## src/rtl/counter_thr_mon.sv

```systemverilog
// Threshold monitor for the counter stage: level irq with ack/re-arm FSM and a saturating
// overflow-event tally. Define CNT_THR_MON_HYST_EN to add re-arm hysteresis of HYST_P counts.
module counter_thr_mon #(
  parameter int unsigned WIDTH_P     = 4,
  parameter int unsigned OVF_CNT_W_P = 8,
  parameter int unsigned HYST_P      = 1
) (
  input  logic                   clk,
  input  logic                   reset,
  input  logic [WIDTH_P-1:0]     cnt_val,
  input  logic                   cnt_overflow,
  input  logic                   cnt_non_zero,
  input  logic [WIDTH_P-1:0]     thr,
  input  logic                   arm,
  input  logic                   irq_ack,
  output logic                   irq,
  output logic                   ovf_seen,
  output logic [OVF_CNT_W_P-1:0] ovf_count,
  output logic [1:0]             state
);

  localparam logic [1:0] StIdle  = 2'b00;
  localparam logic [1:0] StArmed = 2'b01;
  localparam logic [1:0] StFired = 2'b10;
  localparam logic [1:0] StRearm = 2'b11;

  logic [1:0]             state_q, state_d;
  logic                   irq_q, irq_d;
  logic                   ovf_seen_q, ovf_seen_d;
  logic                   ovf_prev_q;
  logic [OVF_CNT_W_P-1:0] ovf_count_q, ovf_count_d;

  logic hit;
  logic ovf_rise;
  logic rearm_ok;

  // thr==0 would always hit on a plain compare, so fall back to the non-zero flag
  assign hit      = (thr == '0) ? cnt_non_zero : (cnt_val >= thr);
  assign ovf_rise = cnt_overflow & ~ovf_prev_q;

`ifdef CNT_THR_MON_HYST_EN
  localparam logic [WIDTH_P:0] HystW = (WIDTH_P + 1)'(HYST_P);
  // One extra bit so cnt_val + HYST_P cannot wrap back below thr
  assign rearm_ok = (({1'b0, cnt_val} + HystW) < {1'b0, thr});
`else
  assign rearm_ok = ~hit;
`endif

  always_comb begin
    state_d    = state_q;
    irq_d      = irq_q;
    ovf_seen_d = ovf_seen_q;
    if (!arm) begin
      state_d    = StIdle;
      irq_d      = 1'b0;
      ovf_seen_d = 1'b0;
    end else begin
      unique case (state_q)
        StIdle: state_d = StArmed;
        StArmed: begin
          if (hit || ovf_rise) begin
            state_d    = StFired;
            irq_d      = 1'b1;
            ovf_seen_d = ovf_rise;
          end
        end
        StFired: begin
          if (irq_ack) begin
            state_d    = StRearm;
            irq_d      = 1'b0;
            ovf_seen_d = 1'b0;
          end
        end
        StRearm: begin
          if (rearm_ok) begin
            state_d = StArmed;
          end
        end
        default: state_d = StIdle;
      endcase
    end
  end

  always_comb begin
    ovf_count_d = ovf_count_q;
    if (ovf_rise && (ovf_count_q != '1)) begin
      ovf_count_d = ovf_count_q + 1'b1;
    end
  end

  always_ff @(posedge clk) begin
    if (reset) begin
      state_q     <= StIdle;
      irq_q       <= 1'b0;
      ovf_seen_q  <= 1'b0;
      ovf_prev_q  <= 1'b0;
      ovf_count_q <= '0;
    end else begin
      state_q     <= state_d;
      irq_q       <= irq_d;
      ovf_seen_q  <= ovf_seen_d;
      ovf_prev_q  <= cnt_overflow;
      ovf_count_q <= ovf_count_d;
    end
  end

  assign irq       = irq_q;
  assign ovf_seen  = ovf_seen_q;
  assign ovf_count = ovf_count_q;
  assign state     = state_q;

endmodule
```

## config.mk

```make
export PLATFORM = sky130hd
export DESIGN_NAME = counter_thr_mon
export DESIGN_NICKNAME = d
export VERILOG_FILES = /design/src/rtl/counter_thr_mon.sv
export SDC_FILE = /design/constraint.sdc
export NUM_CORES = 1
export LEC_CHECK = 0
export ABC_AREA = 1
export CORE_AREA = 2 2 45 47
export DETAILED_ROUTE_END_ITERATION = 7
export DIE_AREA = 0 0 47 49
export GPL_ROUTABILITY_DRIVEN = 0
export GPL_TIMING_DRIVEN = 0
export MAX_ROUTING_LAYER = met4
export PLACE_DENSITY = 0.89
export SLEW_MARGIN = 25
export SYNTH_ARGS = -nofsm -noshare
export SYNTH_HDL_FRONTEND = slang
export SYNTH_SLANG_ARGS = --single-unit
```

## constraint.sdc

```tcl
create_clock -name clk -period 3.7 [get_ports clk]
set_input_delay 0.74 -clock clk [delete_from_list [all_inputs] [get_ports clk]]
set_output_delay 0.74 -clock clk [all_outputs]
set_load 0.05 [all_outputs]
```

# Word-level counts from Yosys, hierarchy flattened
# Cells that the tools add are included.
word_totals:
  word_cells: 35
  input_bits: 14
  n_memories: 0
  mem_bits_rw: 0
  rom_bits: 0
  latchBits: 0
  register_bits: 13
classes:
  add_sub_neg: 1
  reduce_logical: 8
  order_cmp: 1
  bitwise_logic: 3
  div_mod_pow: 0
  multipliers: 0
  n_shift: 0
  mux: 10
  eq_ne: 7
ops:
  columns: ["op", "count"]
  rows:
  - ["$add 8x1->8 const B", 1]
  - ["$ne 8x8->1 const B", 1]
  - ["$pmux 2 s4", 1]
  - ["$mux 2", 3]
  - ["$ne 2x2->1 const B", 3]
  - ["$reduce_and 3->1", 2]
  - ["$eq 2x2->1 const B", 2]
  - ["$ge 4x4->1", 1]
  - ["$logic_not 4->1", 1]
  - ["$mux 1", 4]
  - ["$pmux 1 s2", 2]
  - ["$eq 2x1->1 const B", 1]
  - ["$logic_not 2->1", 1]
  - ["$not 1->1", 2]
  - ["$reduce_bool 2->1", 1]
  - ["$reduce_or 2->1", 1]
  - ["$and 1x1->1", 1]
  - ["$logic_and 1x1->1", 1]
  - ["$logic_or 1x1->1", 1]

# Longest topological paths before layout
depth:
  word_depth: 5
  ltp_mapped: 14
  ltp_nobuf: 14

# Least setup slack after synthesis
# Ideal clock, no wire load.
synth_timing:
  path_kind: "in2reg"
  start: "in cnt_val[0]"
  end: "reg ovf_seen_q (netlist: ovf_seen)"
  stages: 13
  arrival_time_ps: 1665
  path_buffers: 0
  setup_slack_ps: 1919
  cell_sequence: "inv_1 ha_1 inv_1 nand2_1 nand2_1 nand2_1 nand2_1 nand2_1 nand2_1 nand2_1 nand2_1 o21ai_0 nor2_1"
synth_between:
  elab_chain_len: 5
synth_lines:
  columns: ["item", "line_no", "text"]
  rows:
  - ["from (decl)", "10", "input logic [WIDTH_P-1:0] cnt_val,"]
  - ["$ge 4x4->1", "38", "assign hit = (thr == '0) ? cnt_non_zero : (cnt_val >= thr);"]
  - ["$mux 1", "38", null]
  - ["$logic_or 1x1->1", "61", "if (hit || ovf_rise) begin"]
  - ["$ne 2x2->1 (no line)", null, null]
  - ["$reduce_and 3->1 (no line)", null, null]
  - ["to (signal assigned)", "101", "ovf_seen_q <= ovf_seen_d;"]
  - ["to (decl)", "29", "logic ovf_seen_q, ovf_seen_d;"]
# Every way passes these cells.
# A chain may end at the register's enable or synchronous reset.

# Worst setup path after layout
layout_timing:
  start: "reg ovf_count_q[4] (netlist: ovf_count[4])"
  end: "out ovf_count[4]"
layout_lines:
  columns: ["item", "line_no", "text"]
  rows:
  - ["from (decl)", "31", "logic [OVF_CNT_W_P-1:0] ovf_count_q, ovf_count_d;"]
  - ["from (signal assigned)", "103", "ovf_count_q <= ovf_count_d;"]
  - ["to (decl)", "18", "output logic [OVF_CNT_W_P-1:0] ovf_count,"]
# No word-level cell between the ends.

==> metrics.md <==
| Metric | Value |
|---|---|
| Final Power | 0.323 mW |
| Count of port buffers added during placement | 25 |
| Final-stage net count | 175 |
| Cell taking the most area after synthesis | sky130_fd_sc_hd__dfxtp_1 |
| Post-detailed-route DRC marker count | 0 |
| Total setup violations reported at the end of the flow | 0 |
| Syn_nets | 145 |
| Setup skew after layout | 0.00150 ns |
| Total wirelength of the detailed-routed design | 1.80 mm |
| Peak ir drop on the vdd network | 0.205 mV |
| Final Cycle Share | 0.614 |
| Leakage component of the power | 0.560 nW |
| GR Overflow Total | 0 |
| Launching element type of the critical path | flip-flop |
| Antenna violation net count after detailed routing | 0 |
| Clock Tree Buf Depth | 2 |
| Area inside the core boundary | 0.00184 sq mm |
| TritonCTS sink count | 13 |
| Top Metal Used | met4 |
| Signal arrival time at the worst endpoint | 1.53 ns |
| Hold Violations, Final | 0 |
| Critical Path End Type | output port |
| Number of synthesized register bits | 13 |
| Cts-stage hold buffer count | 0 |
| Worst reg-to-reg setup slack | 2.27 ns |
| Mean instance size in the synthesized netlist | 6.75 sq um |
| Count of cell types in the netlist | 22 |
| Required time worst endpoint | 2.96 ns |
| Via count | 839 |
| Path depth of the worst reg2reg path | 8 |
| TritonCTS Buffers | 3 |
| Number of synthesis warnings | 0 |
| Kind of path behind the tightest hold check | flip-flop to flip-flop |
| Post-cts repair resize count | 0 |
| WL met3 | 86 um |
| Non-Filler Instances | 179 |
| Routed wl met2 | 933 um |
| Routed length on met1 | 748 um |
| Mapped Area | 831 sq um |
| Initial antenna violation count | 0 |
| Worst-Margin Slew | 0.504 ns |
| Height of the chip | 49 um |
| Starting DRT DRC Count | 12 |
| Maximum clock rate | 440 MHz |
| Longest individual stage delay on the worst path | 0.84 ns |
| Worst setup margin | 1.43 ns |
| First-pass GRT wire length | 3.10 mm |
| Post-synthesis sequential area ratio | 0.313 |
| R2R Path End | ovf_count[3] |
| Starting density of the core | 0.451 |
| Routed WL per cell | 10.1 um |
| Ratio of cells with drive above 1 in the final layout | 0.0789 |
| Worst slack, placed | 1.29 ns |
| Maximum number of pins on one net before global-route repair | 9 |
| Via density | 4.69 |
| Final worst hold slack | 0.521 ns |
| CTS H-tree depth | 1 |
| Via count of the first global-routing pass | 818 |
| Die outline width | 47 um |
| # fillers | 170 |
| Final critical-path required period | 2.27 ns |
| Source of the critical timing path | ovf_count[4] |
| Util after Layout | 0.620 |
| Synth-to-layout area growth | 37.3% |
| End of the critical path | ovf_count[4] |
| Diode count | 0 |
| Post-CTS Setup Inserts | 0 |
| Cell Pwr Density | 283 mW/mm^2 |
| Kind of cell with the highest combined delay on the critical path | buffers and inverters |
| Clock latency at the later pin of the worst-skew pair | 0.28 ns |
| Master of the slowest instance on the critical path | sky130_fd_sc_hd__clkdlybuf4s50_1 |
| R2r startpoint | ovf_count[1] |
| Pre-Repair DR Iteration Count | 4 |
| Crit path buffers/inverters | 1 |
| Root buffer selected by CTS | sky130_fd_sc_hd__clkbuf_4 |
| Count of standard-cell rows | 16 |
| Crit path cell chain | clkdlybuf4s50_1 |
| Largest cells by area after synthesis | sky130_fd_sc_hd__dfxtp_1, sky130_fd_sc_hd__nand2_1, sky130_fd_sc_hd__ha_1 |
| Run status | finished clean |
| Pins Over Slew Limit | 0 |
| Number of top-level pins | 26 |
| Placed cell count | 175 |
| Clock tree from TritonCTS | yes |
| CTS clock-pin slew for the worst setup and hold paths | 0.07 ns |
| WS Path Type | flip-flop to output port |
| Final standard cell area without fillers | 0.00114 sq mm |
| Setup repair after global routing missed its margin | no |
| Share of the synthesized area in the top cell type | 0.313 |
| Area enclosed by the die boundary | 0.00230 sq mm |
| Placed instance area | 0.00111 sq mm |
| Cell count after synthesis | 123 |
| Maximum capacitance violations | 0 |
| Total Neg Setup Slack | 0 ns |
| HPWL reported at the end of detailed placement | 1.46 mm |
| Aggregate global-route resource usage | 0.185 |
| Worst max-slew margin expressed relative to the limit | 0.663 |
| Worst-path maximum fanout | 5 |
| Worst path depth | 1 |
worst min-delay path by stage:
| stage | start | to | slack (ns) | cells after the start |
|---|---|---|---|---|
| 4_1_cts | ovf_count[6] | ovf_count[6] | 0.51 | 1 |
| 3_3_place_gp | ovf_count[6] | ovf_count[6] | 0.49 | 1 |
| 2_1_floorplan | ovf_prev_q | ovf_count[0] | 0.56 | 3 |
| 3_5_place_dp | ovf_count[6] | ovf_count[6] | 0.49 | 1 |
| 6_report | irq | irq | 0.52 | 4 |
| 5_1_grt | ovf_count[6] | ovf_count[6] | 0.54 | 1 |
where the power goes:
group | leakage (nW) | switching, mW | internal (mW) | total, mW
logic | 0.439 | 0.0500 | 0.0366 | 0.0866
registers | 0.106 | 0.00454 | 0.145 | 0.150
clock network | 0.0150 | 0.0449 | 0.0419 | 0.0868
total | 0.560 | 0.0994 | 0.224 | 0.323
cell families after synthesis:
logic type / after synthesis / share of synthesized area
adder cells (fa/ha/maj): 8 / 0.120
buffers and inverters: 26 / 0.117
XOR/XNOR: 2 / 0.0211
AND/OR/NAND/NOR: 60 / 0.331
flip-flops: 13 / 0.313
AO/OA/AOI/OAI: 14 / 0.0964
sequential cells by signal, summed over array words and instances (netlist names):
name        count
irq             1
ovf_count       8
ovf_prev_q      1
ovf_seen        1
state           2
layout by cell type (no fill, tap or decap), drive strengths merged:
| master | instances |
|---|---|
| xor2 | 2 |
| clkdlybuf4s50 | 25 |
| nand4 | 2 |
| or2 | 1 |
| ha | 8 |
| a31oi | 1 |
| o21bai | 1 |
| clkbuf | 4 |
| a31o | 1 |
| o21a | 1 |
| o21ai | 4 |
| nand3 | 7 |
| nand3b | 1 |
| a21oi | 6 |
| dfxtp | 13 |
| and3 | 1 |
| nor2 | 15 |
| nand2 | 31 |
| nor3 | 2 |
| inv | 26 |
layout make-up:
cell class | instances | area [sq um] | share of cell area
multi-input combinational | 84 | 473 | 0.414
clock buffer | 4 | 26.3 | 0.0230
timing repair buffer | 25 | 250 | 0.219
sequential | 13 | 260 | 0.228
inverter | 26 | 97.6 | 0.0855
tap | 27 | 33.8 | 0.0296
Yosys cell counts, drive strengths merged:
cell	number
a21oi	6
o21a	1
or2	1
nand2	31
nor3	2
and3	1
nor2	15
dfxtp	13
o21ai	4
nand3	7
inv	26
a31oi	1
a31o	1
ha	8
nand3b	1
nand4	2
xor2	2
o21bai	1
per-layer routing:
layer | global-route usage | up-vias
met1 | 0.205 | 372
met5 | - | -
met2 | 0.320 | 21
met3 | 0.0148 | 5
li1 | - | 441
met4 | 0.0833 | 0
(Power assumes the default switching activity.)
